[src/rtl/fetch_unit.sv]
// Instruction-fetch front end: owns the fetch PC, issues single-outstanding
// requests to instruction memory and buffers returned words toward decode.
module fetch_unit #(
  parameter logic [31:0] RESET_PC   = 32'h0000_0000,
  parameter int unsigned FIFO_DEPTH = 2
) (
  input  logic        clk,
  input  logic        rst,
  input  logic        redirect_valid,
  input  logic [31:0] redirect_target,
  output logic        imem_req,
  output logic [31:0] imem_addr,
  input  logic        imem_gnt,
  input  logic        imem_rvalid,
  input  logic [31:0] imem_rdata,
  output logic        instr_valid,
  output logic [31:0] instr_pc,
  output logic [31:0] instr_data,
  input  logic        instr_ready
);

  localparam int unsigned PW = $clog2(FIFO_DEPTH);
  localparam int unsigned CW = PW + 1;

  typedef enum logic [1:0] {ST_RUN, ST_WAIT, ST_DROP} state_t;

  state_t        r_state;
  state_t        w_state_nxt;
  logic [31:0]   r_fetch_pc;
  logic [31:0]   r_tag_pc;
  logic [31:0]   r_fifo_pc   [FIFO_DEPTH];
  logic [31:0]   r_fifo_data [FIFO_DEPTH];
  logic [PW-1:0] r_wr_ptr;
  logic [PW-1:0] r_rd_ptr;
  logic [CW-1:0] r_count;

  logic w_full;
  logic w_empty;
  logic w_grant;
  logic w_push;
  logic w_pop;

  assign w_full  = (r_count == CW'(FIFO_DEPTH));
  assign w_empty = (r_count == '0);

  // A free slot is reserved before issuing, so a kept response can always be pushed.
  assign imem_req  = (r_state == ST_RUN) && !w_full && !redirect_valid && !rst;
  assign imem_addr = r_fetch_pc;
  assign w_grant   = imem_req && imem_gnt;
  assign w_push    = (r_state == ST_WAIT) && imem_rvalid && !redirect_valid;

  assign instr_valid = !w_empty && !redirect_valid && !rst;
  assign instr_pc    = r_fifo_pc[r_rd_ptr];
  assign instr_data  = r_fifo_data[r_rd_ptr];
  assign w_pop       = instr_valid && instr_ready;

  always_comb begin
    w_state_nxt = r_state;
    case (r_state)
      ST_RUN: begin
        if (w_grant) w_state_nxt = ST_WAIT;
      end
      ST_WAIT: begin
        if (redirect_valid)   w_state_nxt = imem_rvalid ? ST_RUN : ST_DROP;
        else if (imem_rvalid) w_state_nxt = ST_RUN;
      end
      ST_DROP: begin
        if (imem_rvalid) w_state_nxt = ST_RUN;
      end
      default: w_state_nxt = ST_RUN;
    endcase
  end

  always_ff @(posedge clk) begin
    if (rst) begin
      r_state <= ST_RUN;
    end else begin
      r_state <= w_state_nxt;
    end
  end

  always_ff @(posedge clk) begin
    if (rst) begin
      r_fetch_pc <= RESET_PC;
      r_tag_pc   <= '0;
    end else if (redirect_valid) begin
      r_fetch_pc <= {redirect_target[31:2], 2'b00};
    end else if (w_grant) begin
      r_fetch_pc <= r_fetch_pc + 32'd4;
      r_tag_pc   <= r_fetch_pc;
    end
  end

  // Flush wins over any same-cycle push or pop.
  always_ff @(posedge clk) begin
    if (rst) begin
      r_wr_ptr <= '0;
      r_rd_ptr <= '0;
      r_count  <= '0;
    end else if (redirect_valid) begin
      r_wr_ptr <= '0;
      r_rd_ptr <= '0;
      r_count  <= '0;
    end else begin
      if (w_push) r_wr_ptr <= r_wr_ptr + PW'(1);
      if (w_pop)  r_rd_ptr <= r_rd_ptr + PW'(1);
      case ({w_push, w_pop})
        2'b10:   r_count <= r_count + CW'(1);
        2'b01:   r_count <= r_count - CW'(1);
        default: r_count <= r_count;
      endcase
    end
  end

  always_ff @(posedge clk) begin
    if (!rst && w_push) begin
      r_fifo_pc[r_wr_ptr]   <= r_tag_pc;
      r_fifo_data[r_wr_ptr] <= imem_rdata;
    end
  end

endmodule

[config.mk]
export PLATFORM = sky130hd
export DESIGN_NAME = fetch_unit
export DESIGN_NICKNAME = d
export VERILOG_FILES = /design/src/rtl/fetch_unit.sv
export SDC_FILE = /design/constraint.sdc
export NUM_CORES = 1
export LEC_CHECK = 0
export BUFFER_PORTS_ARGS = -buffer_cell sky130_fd_sc_hd__buf_2
export CAP_MARGIN = 20
export CORE_MARGIN = 2
export CORE_UTILIZATION = 54
export DETAILED_ROUTE_END_ITERATION = 7
export GPL_TIMING_DRIVEN = 1
export PLACE_DENSITY = 0.81
export RECOVER_POWER = 25
export SLEW_MARGIN = 20
export SYNTH_ARGS = -nofsm -noshare
export SYNTH_HDL_FRONTEND = slang
export SYNTH_SLANG_ARGS = --single-unit
[constraint.sdc]
create_clock -name clk -period 9.7 [get_ports clk]
set_input_delay 2.425 -clock clk [delete_from_list [all_inputs] [get_ports clk]]
set_output_delay 2.425 -clock clk [all_outputs]
set_load 0.02 [all_outputs]
Word level (Yosys, flattened, before mapping)
Memories as Yosys holds them, arrays and structs flattened. A register that Yosys moved wholly into a read port is not among the register bits.
Index checks and enable logic that the tools add are counted.
Word-level totals
  output and inout port bits: 98
  memories kept: 2
  register bits: 70
  memory bits (writable): 128
  bits of input ports: 70
Memories
  r_fifo_data: words 2, bits a word 32, rd ports 1, clocked after memory_dff 1, write ports 1, line 32  | logic [31:0] r_fifo_data [FIFO_DEPTH];
  r_fifo_pc: words 2, bits a word 32, rd ports 1, clocked after memory_dff 1, write ports 1, line 31  | logic [31:0] r_fifo_pc [FIFO_DEPTH];
Cells by class
  add/sub/neg operators: 5
  muxes and demuxes: 14
  bitwise logic cells: 1
  eq/ne operators: 6
  reductions and logical operators: 20
Operators with widths (count)
  $mux 32: 2
  $add 32x3->32 const B: 1
  $logic_and 1x1->1: 10
  $mux 2: 4
  $eq 2x2->1 const B: 3
  $mux 1: 6
  $pmux 2 s3: 1
  $eq 2x1->1 const B: 2
  $logic_not 1->1: 4
  $logic_not 2->1: 2
  $pmux 2 s2: 1
  $reduce_bool 2->1: 2
  $add 1x1->1 const B: 2
  $add 2x1->2 const B: 1
  $ne 2x2->1 const B: 1
  $reduce_and 2->1: 1
  $reduce_or 2->1: 1
  $sub 2x1->2 const B: 1
  $not 1->1: 1

Longest topological paths before layout
Gate-level depths: netlist (run 1).
  depth in word-level cells: 8
  depth in mapped cells: 8
  depth with buffers taken out: 7

Worst setup path after synthesis (run 1)
OpenSTA, ideal clock, no wires.
  path kind: in2reg
  from: input rst
  to: memory r_fifo_data[0][0] (enable)
  stages on the path: 4
  slack: 1.747 ns
  library setup time: 0.558 ns
  data arrival time: 7.395 ns
  cells stage by stage: clkbuf_1 -> or2_2 -> clkbuf_1 -> nor3_1
Between the ends
  word-level cells in the longest chain between the ends: 4
RTL lines
  start, declared: line 8  | input logic rst,
  $logic_not 1->1: line 116  | if (!rst && w_push) begin
  $logic_and 1x1->1: line 116
  $mux 1: line 116
  $mux 1 (implied by the code): line 118  | r_fifo_data[r_wr_ptr] <= imem_rdata;
  end, declared: line 32
Every way passes these cells.

Final worst setup path (run 1)
  from: input redirect_valid
  to: output imem_req
Between the ends
  word-level cells in the longest chain between the ends: 3
RTL lines
  start, declared: line 9  | input logic redirect_valid,
  $logic_not 1->1: line 47  | assign imem_req = (r_state == ST_RUN) && !w_full && !redirect_valid && !rst;
  $logic_and 1x1->1 (2 in series): line 47
  end, declared: line 11  | output logic imem_req,
Every way passes these cells.

==> flow_metrics.env, run 1 <==
export IMPL_synth_cells=605
export IMPL_routed_wirelength_mm=16.8
export IMPL_core_sq_um=13900
export IMPL_crit_top_cell="sky130_fd_sc_hd__buf_2"
export IMPL_power_static_leakage_nw=3.47
export IMPL_vias_per_cell=5.62
export IMPL_worstPathCellList="buf_2 > nor4_4 > and2_1 > buf_2"
export IMPL_setup_violations=0
export IMPL_holdCritPathClass="flip-flop to flip-flop"
export IMPL_use_met3=0.0494
export IMPL_power_mw=1.63
export IMPL_cts_sink_count=191
export IMPL_hpwl_mm=10.7
export IMPL_seq_area_frac_synth=0.661
export IMPL_gp_routability_congestion=0.810
export IMPL_synth_edf_count=124
export IMPL_yosysTopAreaCell="sky130_fd_sc_hd__edfxtp_1"
export IMPL_yosys_warnings=0
export IMPL_irDropWorstVdd_mv=0.140
export IMPL_drt_first_pass_iters=5
export IMPL_global_route_hottest_layer="met2"
export IMPL_clk_insertion_delay_late_ns=0.43
export IMPL_area_growth_syn_to_layout_pct=19.9
export IMPL_outcome="complete, no violations"
export IMPL_timing_worst_slew_pin_value_ns=0.903
export IMPL_floorplan_initialDensity=0.552
export IMPL_maxSlewHeadroom=0.398
export IMPL_ys_ff_latch=191
export IMPL_cp_data_arrival_time_ns=3.81
export IMPL_critPathMaxStageDelay_ns=0.62
export IMPL_insertedDiodeCount=0
export IMPL_met1_usage=0.271
export IMPL_clock_root_buffer="sky130_fd_sc_hd__clkbuf_16"
export IMPL_required_ns=7.28
export IMPL_synth_top_cell_area_share=0.486
export IMPL_ant_nets=0
export IMPL_critPathCaptureType="output pin"
export IMPL_global_route_wire_length_before_repair_mm=25.6
export IMPL_clock_path_buffers=2
export IMPL_antenna_violations_before_repair=0
export IMPL_critical_path_max_fanout=45
export IMPL_groute_usage_overall=0.222
export IMPL_synth_cells_most_frequent="124 x sky130_fd_sc_hd__edfxtp_1, 87 x sky130_fd_sc_hd__nand2_1, 67 x sky130_fd_sc_hd__dfxtp_1"
export IMPL_proportion_of_layout_cells_with_a_drive_suffix_above_1=0.353
export IMPL_power_density_nw_per_um2=178
export IMPL_cts_clk_slew_worst_paths_ns=0.06
export IMPL_max_clock_freq_mhz=160
export IMPL_worst_setup_start_kind="input port"
export IMPL_total_die_area_sq_um=15200
export IMPL_final_min_period_over_clock_period=0.642
export IMPL_port_buffers=161
export IMPL_yosys_cell_count_top_type="sky130_fd_sc_hd__edfxtp_1"
export IMPL_initialDrtViolationCount=455
export IMPL_placedInstanceArea_sq_um=8630
export IMPL_post_synth_instance_area_sq_um=7660
export IMPL_timing_max_transition_violations_final=0
export IMPL_htree_num_levels=4
export IMPL_maxCapViolations=0
export IMPL_avgSynthCellArea_sq_um=12.7
export IMPL_wl_per_cell_um=17.6
export IMPL_placementRows=43
export IMPL_crit_slowest_cell="sky130_fd_sc_hd__nor4_4"
export IMPL_finalWorstPathRequiredPeriod_ns=6.23
export IMPL_fin_nets=830
export IMPL_timing_final_hold_violations=0
export IMPL_die_w_um=123
export IMPL_area_contributors_post_synth="sky130_fd_sc_hd__edfxtp_1 49%, sky130_fd_sc_hd__dfxtp_1 18%, sky130_fd_sc_hd__mux2_2 9.1%"
export IMPL_ys_flop_type="sky130_fd_sc_hd__edfxtp_1"
export IMPL_maximum_number_of_pins_on_one_net_before_global_route_repair=63
export IMPL_timing_clock_skew_ns=0.00866
export IMPL_setup_worst_path_class="input port to output pin"
export IMPL_asyncSetResetFlopFracSynth=0
export IMPL_synth_distinct_cells=50
export IMPL_cts_tree="done"
export IMPL_post_route_drc_count=0
export IMPL_global_route_usage_met2=0.379
export IMPL_vias_in_the_first_global_route=5286
export IMPL_cts_repair_resize_count=0
export IMPL_vias=5343
export IMPL_design_portCount=168
export IMPL_global_route_overflow_total=0
export IMPL_cts_setup_buffers=0
export IMPL_cts_buffers=17
export IMPL_filler_cell_count=1048
export IMPL_finalInstanceArea_sq_um=9190
export IMPL_postCtsHoldBufs=0
export IMPL_unrepaired_setup_endpoints_after_global_routing="false"
export IMPL_setup_total_negative_slack_ns=0
export IMPL_chipHeight_um=123
cell families (layout without fill, tap and decap cells):
family	after synthesis	in the layout	synth area share
fa+ha+maj	2	2	0.00327
xor+xnor	16	16	0.0183
buf+inv	45	208	0.0253
mux	66	66	0.0963
compound gates	95	95	0.0735
other cells	1	4	0.000489
flops	191	191	0.661
simple gates	189	189	0.122
critical path: cells and delay by family:
family | cells | cell delay, ns
AND/OR/NAND/NOR | 2 | 0.83
buffers and inverters | 2 | 0.55
power breakdown:
| group | internal, mW | switching [mW] |
|---|---|---|
| sequential | 0.872 | 0.0158 |
| clock | 0.369 | 0.295 |
| combinational | 0.0303 | 0.0505 |
flip-flops by register name, summed over array words and instances, names as in the netlist, named ones only:
name / flops
r_tag_pc: 30
r_rd_ptr: 1
r_state: 2
r_wr_ptr: 1
imem_addr: 30
r_count: 2
r_fifo_pc: 60
r_fifo_data: 64
worst paths after layout:
path,start,end,slack (ns),cells after the start
worst max-delay path,redirect_valid,imem_req,3.47,4
worst min register to register,r_tag_pc[24]$_SDFFE_PP0P_,r_fifo_pc[0][24]$_DFFE_PP_,0.45,0
worst max register to register,r_state[1]$_SDFFE_PP0P_,imem_addr[24]$_SDFFE_PP0P_,7.25,5
worst min-delay path,r_tag_pc[24]$_SDFFE_PP0P_,r_fifo_pc[0][24]$_DFFE_PP_,0.45,0
layout make-up:
type	instances	area, sq um	share of cell area
repair buffers	168	862	0.0938
well taps	180	225	0.0245
multi-input cells	372	2440	0.266
inverters	8	30.0	0.00327
clock buffers	19	454	0.0494
flip-flops and latches	191	5070	0.551
clock inverters	13	110	0.0120
through the flow:
stage          worst slack, ns  hold WS [ns]  instances  utilization
2_1_floorplan             1.75         0.425        608            -
3_3_place_gp              3.55         0.432        918        0.620
3_5_place_dp              3.50         0.437        919        0.622
4_1_cts                   3.50         0.456        951        0.663
5_1_grt                   3.39         0.467        951        0.662
6_report                  3.47         0.454        951        0.662
metal layers:
layer / vias up / routed length [um]
li1: 2524 / -
met5: - / 0
met4: 0 / 294
met1: 2536 / 6730
met2: 259 / 8390
met3: 24 / 1360
cells in the final DEF (no fill, tap or decap), types with 3 or more instances in the layout:
| master | count |
|---|---|
| sky130_fd_sc_hd__nand2_1 | 87 |
| sky130_fd_sc_hd__and2_1 | 4 |
| sky130_fd_sc_hd__nand4_1 | 11 |
| sky130_fd_sc_hd__nor2_1 | 29 |
| sky130_fd_sc_hd__or3_1 | 6 |
| sky130_fd_sc_hd__nand3_1 | 11 |
| sky130_fd_sc_hd__conb_1 | 4 |
| sky130_fd_sc_hd__clkinv_2 | 5 |
| sky130_fd_sc_hd__nor4_1 | 4 |
| sky130_fd_sc_hd__clkbuf_16 | 18 |
| sky130_fd_sc_hd__dfxtp_1 | 66 |
| sky130_fd_sc_hd__nor4_2 | 4 |
| sky130_fd_sc_hd__a22oi_1 | 4 |
| sky130_fd_sc_hd__buf_4 | 6 |
| sky130_fd_sc_hd__inv_1 | 8 |
| sky130_fd_sc_hd__or2_2 | 3 |
| sky130_fd_sc_hd__and3_1 | 5 |
| sky130_fd_sc_hd__o21ai_0 | 6 |
| sky130_fd_sc_hd__xnor2_1 | 10 |
| sky130_fd_sc_hd__o21ai_1 | 9 |
| sky130_fd_sc_hd__nor3_1 | 6 |
| sky130_fd_sc_hd__a21oi_1 | 44 |
| sky130_fd_sc_hd__edfxtp_1 | 124 |
| sky130_fd_sc_hd__a31oi_1 | 15 |
| sky130_fd_sc_hd__nor2b_1 | 6 |
| sky130_fd_sc_hd__xor2_1 | 6 |
| sky130_fd_sc_hd__o21a_1 | 5 |
| sky130_fd_sc_hd__mux2_2 | 62 |
| sky130_fd_sc_hd__buf_2 | 154 |
| sky130_fd_sc_hd__clkbuf_1 | 8 |
| sky130_fd_sc_hd__mux2i_1 | 4 |
Note: power is estimated with default switching activity, not from simulation.
==> run 2: changes to the inputs <==
--- a/config.mk
+++ b/config.mk
@@ -5,13 +5,14 @@
 export SDC_FILE = /design/constraint.sdc
 export NUM_CORES = 1
 export LEC_CHECK = 0
+export ABC_AREA = 1
 export BUFFER_PORTS_ARGS = -buffer_cell sky130_fd_sc_hd__buf_2
 export CAP_MARGIN = 20
 export CORE_MARGIN = 2
-export CORE_UTILIZATION = 54
+export CORE_UTILIZATION = 49
 export DETAILED_ROUTE_END_ITERATION = 7
 export GPL_TIMING_DRIVEN = 1
-export PLACE_DENSITY = 0.81
+export PLACE_DENSITY = 0.78
 export RECOVER_POWER = 25
 export SLEW_MARGIN = 20
 export SYNTH_ARGS = -nofsm -noshare
==> constraint.sdc (replaced) <==
create_clock -name clk -period 5.2 [get_ports clk]
set_input_delay 1.3 -clock clk [delete_from_list [all_inputs] [get_ports clk]]
set_output_delay 1.3 -clock clk [all_outputs]
set_load 0.02 [all_outputs]
==> run 2 against run 1 <==
  * Total power increased by 96%
  * Critical path depth grew 1
  * Clock-buffer cell count increased by 2
  * Wire length rose by 2.5%
  * Non-clock buffer count is 2 lower
  * Combinational power grew 130%
  * Sequential share of layout area fell by 2.1 points
  * Synthesized area increased by 4.4%
  * Register-to-register slack lost 4.2 ns
==> flow_metrics.env, run 2 <==
export IMPL_outcome="complete, no violations"
export IMPL_setup_violations=0
export IMPL_regToRegSetupSlack_ns=3.01
export IMPL_synth_distinct_cells=35
export IMPL_synth_cells_most_frequent="124 x sky130_fd_sc_hd__edfxtp_1, 111 x sky130_fd_sc_hd__nand2_1, 67 x sky130_fd_sc_hd__dfxtp_1, 67 x sky130_fd_sc_hd__inv_1, 62 x sky130_fd_sc_hd__mux2_2"
export IMPL_vias=5554
export IMPL_filler_cell_count=1325
export IMPL_largest_register_ffs=64
export IMPL_seq_area_frac_synth=0.633
export IMPL_worstPathCellList="buf_2 > nor2_8 > inv_1 > nor2_1 > buf_2"
export IMPL_area_contributors_post_synth="sky130_fd_sc_hd__edfxtp_1 47%, sky130_fd_sc_hd__dfxtp_1 17%, sky130_fd_sc_hd__mux2_2 8.7%"
export IMPL_global_route_usage_met2=0.340
export IMPL_global_route_overflow_total=0
export IMPL_hpwl_mm=11.4
export IMPL_power_static_leakage_nw=3.67
export IMPL_cts_setup_buffers=0
export IMPL_cts_clk_slew_worst_paths_ns=0.06
export IMPL_worst_hold_check_slack_ns=0.453
export IMPL_wl_per_cell_um=15.6
export IMPL_groute_usage_overall=0.202
export IMPL_initialDrtViolationCount=371
export IMPL_cts_repair_resize_count=0
export IMPL_drt_first_pass_iters=6
export IMPL_yosys_warnings=0
export IMPL_use_met3=0.0484
export IMPL_postCtsHoldBufs=0
export IMPL_floorplan_initialDensity=0.502
export IMPL_finalWorstPathRequiredPeriod_ns=3.69
export IMPL_yosys_cell_count_top_type="sky130_fd_sc_hd__edfxtp_1"
export IMPL_critPathCaptureType="output pin"
export IMPL_most_common_library_cell_in_the_layout_ignoring_fill_and_taps="sky130_fd_sc_hd__buf_2"
export IMPL_clock_root_buffer="sky130_fd_sc_hd__clkbuf_16"
export IMPL_post_synth_instance_area_sq_um=8000
export IMPL_cts_buffers=17
export IMPL_port_buffers=161
export IMPL_global_route_wire_length_before_repair_mm=27.6
export IMPL_maxCapViolations=0
export IMPL_crit_slowest_cell="sky130_fd_sc_hd__buf_2"
export IMPL_synth_edf_count=124
export IMPL_required_ns=3.90
export IMPL_critPathMaxStageDelay_ns=0.50
export IMPL_post_route_drc_count=0
export IMPL_max_clock_freq_mhz=271
export IMPL_core_sq_um=15900
export IMPL_antenna_violations_before_repair=0
export IMPL_power_density_nw_per_um2=335
export IMPL_die_w_um=132
export IMPL_gp_routability_congestion=0.879
export IMPL_ant_nets=0
export IMPL_timing_final_hold_violations=0
export IMPL_met1_usage=0.260
export IMPL_ys_flop_type="sky130_fd_sc_hd__edfxtp_1"
export IMPL_total_die_area_sq_um=17400
export IMPL_routed_wirelength_mm=17.2
export IMPL_clock_path_buffers=2
export IMPL_irDropWorstVdd_mv=0.232
export IMPL_holdCritPathClass="flip-flop to flip-flop"
export IMPL_placementRows=46
export IMPL_clk_insertion_delay_late_ns=0.43
export IMPL_insertedDiodeCount=0
export IMPL_vias_per_cell=5.04
export IMPL_cp_data_arrival_time_ns=2.39
export IMPL_fin_nets=945
export IMPL_area_growth_syn_to_layout_pct=19.5
export IMPL_design_portCount=168
export IMPL_worst_setup_start_kind="input port"
export IMPL_cts_tree="done"
export IMPL_timing_worst_slew_pin_value_ns=0.916
export IMPL_setup_worst_path_class="input port to output pin"
export IMPL_global_route_hottest_layer="met2"
export IMPL_htree_num_levels=4
export IMPL_chipHeight_um=132
export IMPL_maxSlewHeadroom=0.389
export IMPL_timing_max_transition_violations_final=0
export IMPL_final_min_period_over_clock_period=0.709
export IMPL_timing_critical_path_max_delay_family="buffers and inverters"
export IMPL_setup_total_negative_slack_ns=0
export IMPL_cts_sink_count=191
export IMPL_crit_buf_inv=3
export IMPL_timing_clock_skew_ns=0.00834
export IMPL_vias_in_the_first_global_route=5410
export IMPL_ys_ff_latch=191
export IMPL_reg_top3="r_fifo_data: 64 flops, r_fifo_pc: 60 flops"
export IMPL_synth_cells=717
export IMPL_regMostFlops="r_fifo_data"
export IMPL_critical_path_max_fanout=25
export IMPL_crit_top_cell="sky130_fd_sc_hd__buf_2"
export IMPL_asyncSetResetFlopFracSynth=0
export IMPL_commonest_non_fill_non_tap_cells_in_the_layout="152 x sky130_fd_sc_hd__buf_2, 124 x sky130_fd_sc_hd__edfxtp_1, 111 x sky130_fd_sc_hd__nand2_1, 67 x sky130_fd_sc_hd__inv_1, 66 x sky130_fd_sc_hd__dfxtp_1"
export IMPL_synth_top_cell_area_share=0.466
export IMPL_maximum_number_of_pins_on_one_net_before_global_route_repair=63
export IMPL_yosysTopAreaCell="sky130_fd_sc_hd__edfxtp_1"
export IMPL_unrepaired_setup_endpoints_after_global_routing="false"
export IMPL_avgSynthCellArea_sq_um=11.2
export IMPL_proportion_of_layout_cells_with_a_drive_suffix_above_1=0.315
run 2: where the power goes:
part,switching [mW],internal (mW),total (mW)
Combinational,0.121,0.0630,0.184
Sequential,0.0330,1.64,1.68
Clock,0.549,0.794,1.34
Total,0.703,2.50,3.20
run 2: final timing paths:
check / depth (start not counted) / startpoint / endpoint
setup / recovery: 5 / rst / instr_valid
hold / removal: 0 / r_tag_pc[30]$_SDFFE_PP0P_ / r_fifo_pc[0][30]$_DFFE_PP_
setup reg to reg: 6 / r_state[0]$_SDFFE_PP0P_ / r_tag_pc[23]$_SDFFE_PP0P_
hold reg to reg: 0 / r_tag_pc[30]$_SDFFE_PP0P_ / r_fifo_pc[0][30]$_DFFE_PP_
run 2: through the flow:
| stage | worst slack [ns] | util | std cells | total power, mW | cell area (sq um) |
|---|---|---|---|---|---|
| final | 1.51 | 0.599 | 1102 | 3.20 | 9560 |
| after global routing | 1.44 | 0.599 | 1102 | 3.31 | 9560 |
| after CTS | 1.53 | 0.600 | 1102 | 3.23 | 9570 |
| after detailed placement | 1.54 | 0.561 | 1070 | 1.89 | 8940 |
| after global placement | 1.54 | 0.561 | 1070 | 1.89 | 8940 |
| after floorplan | -1.33 | - | 720 | 1.82 | 8010 |
run 2: routing by layer:
| metal | wire, um | up-vias |
|---|---|---|
| li1 | - | 2754 |
| met1 | 7430 | 2565 |
| met2 | 8260 | 207 |
| met3 | 1150 | 28 |
| met4 | 363 | 0 |
| met5 | 0 | - |
run 2: cell families (layout without fill, tap and decap cells):
kind of cell	Yosys count	count (layout)	synth area share
AND/OR/NAND/NOR	239	239	0.136
flip-flops	191	191	0.633
AO/OA/AOI/OAI	110	110	0.0715
buffers and inverters	102	268	0.0577
multiplexers	62	62	0.0873
XOR/XNOR	10	10	0.0110
adder cells (fa/ha/maj)	2	2	0.00313
other	1	4	0.000469
run 2: cell type report:
cell class | instances | area, sq um | share of cell area
clock buffer | 21 | 503 | 0.0526
clock inverter | 11 | 125 | 0.0131
inverter | 70 | 263 | 0.0275
multi-input combinational | 427 | 2500 | 0.261
sequential | 191 | 5070 | 0.530
tap | 216 | 270 | 0.0283
timing repair buffer | 166 | 832 | 0.0871
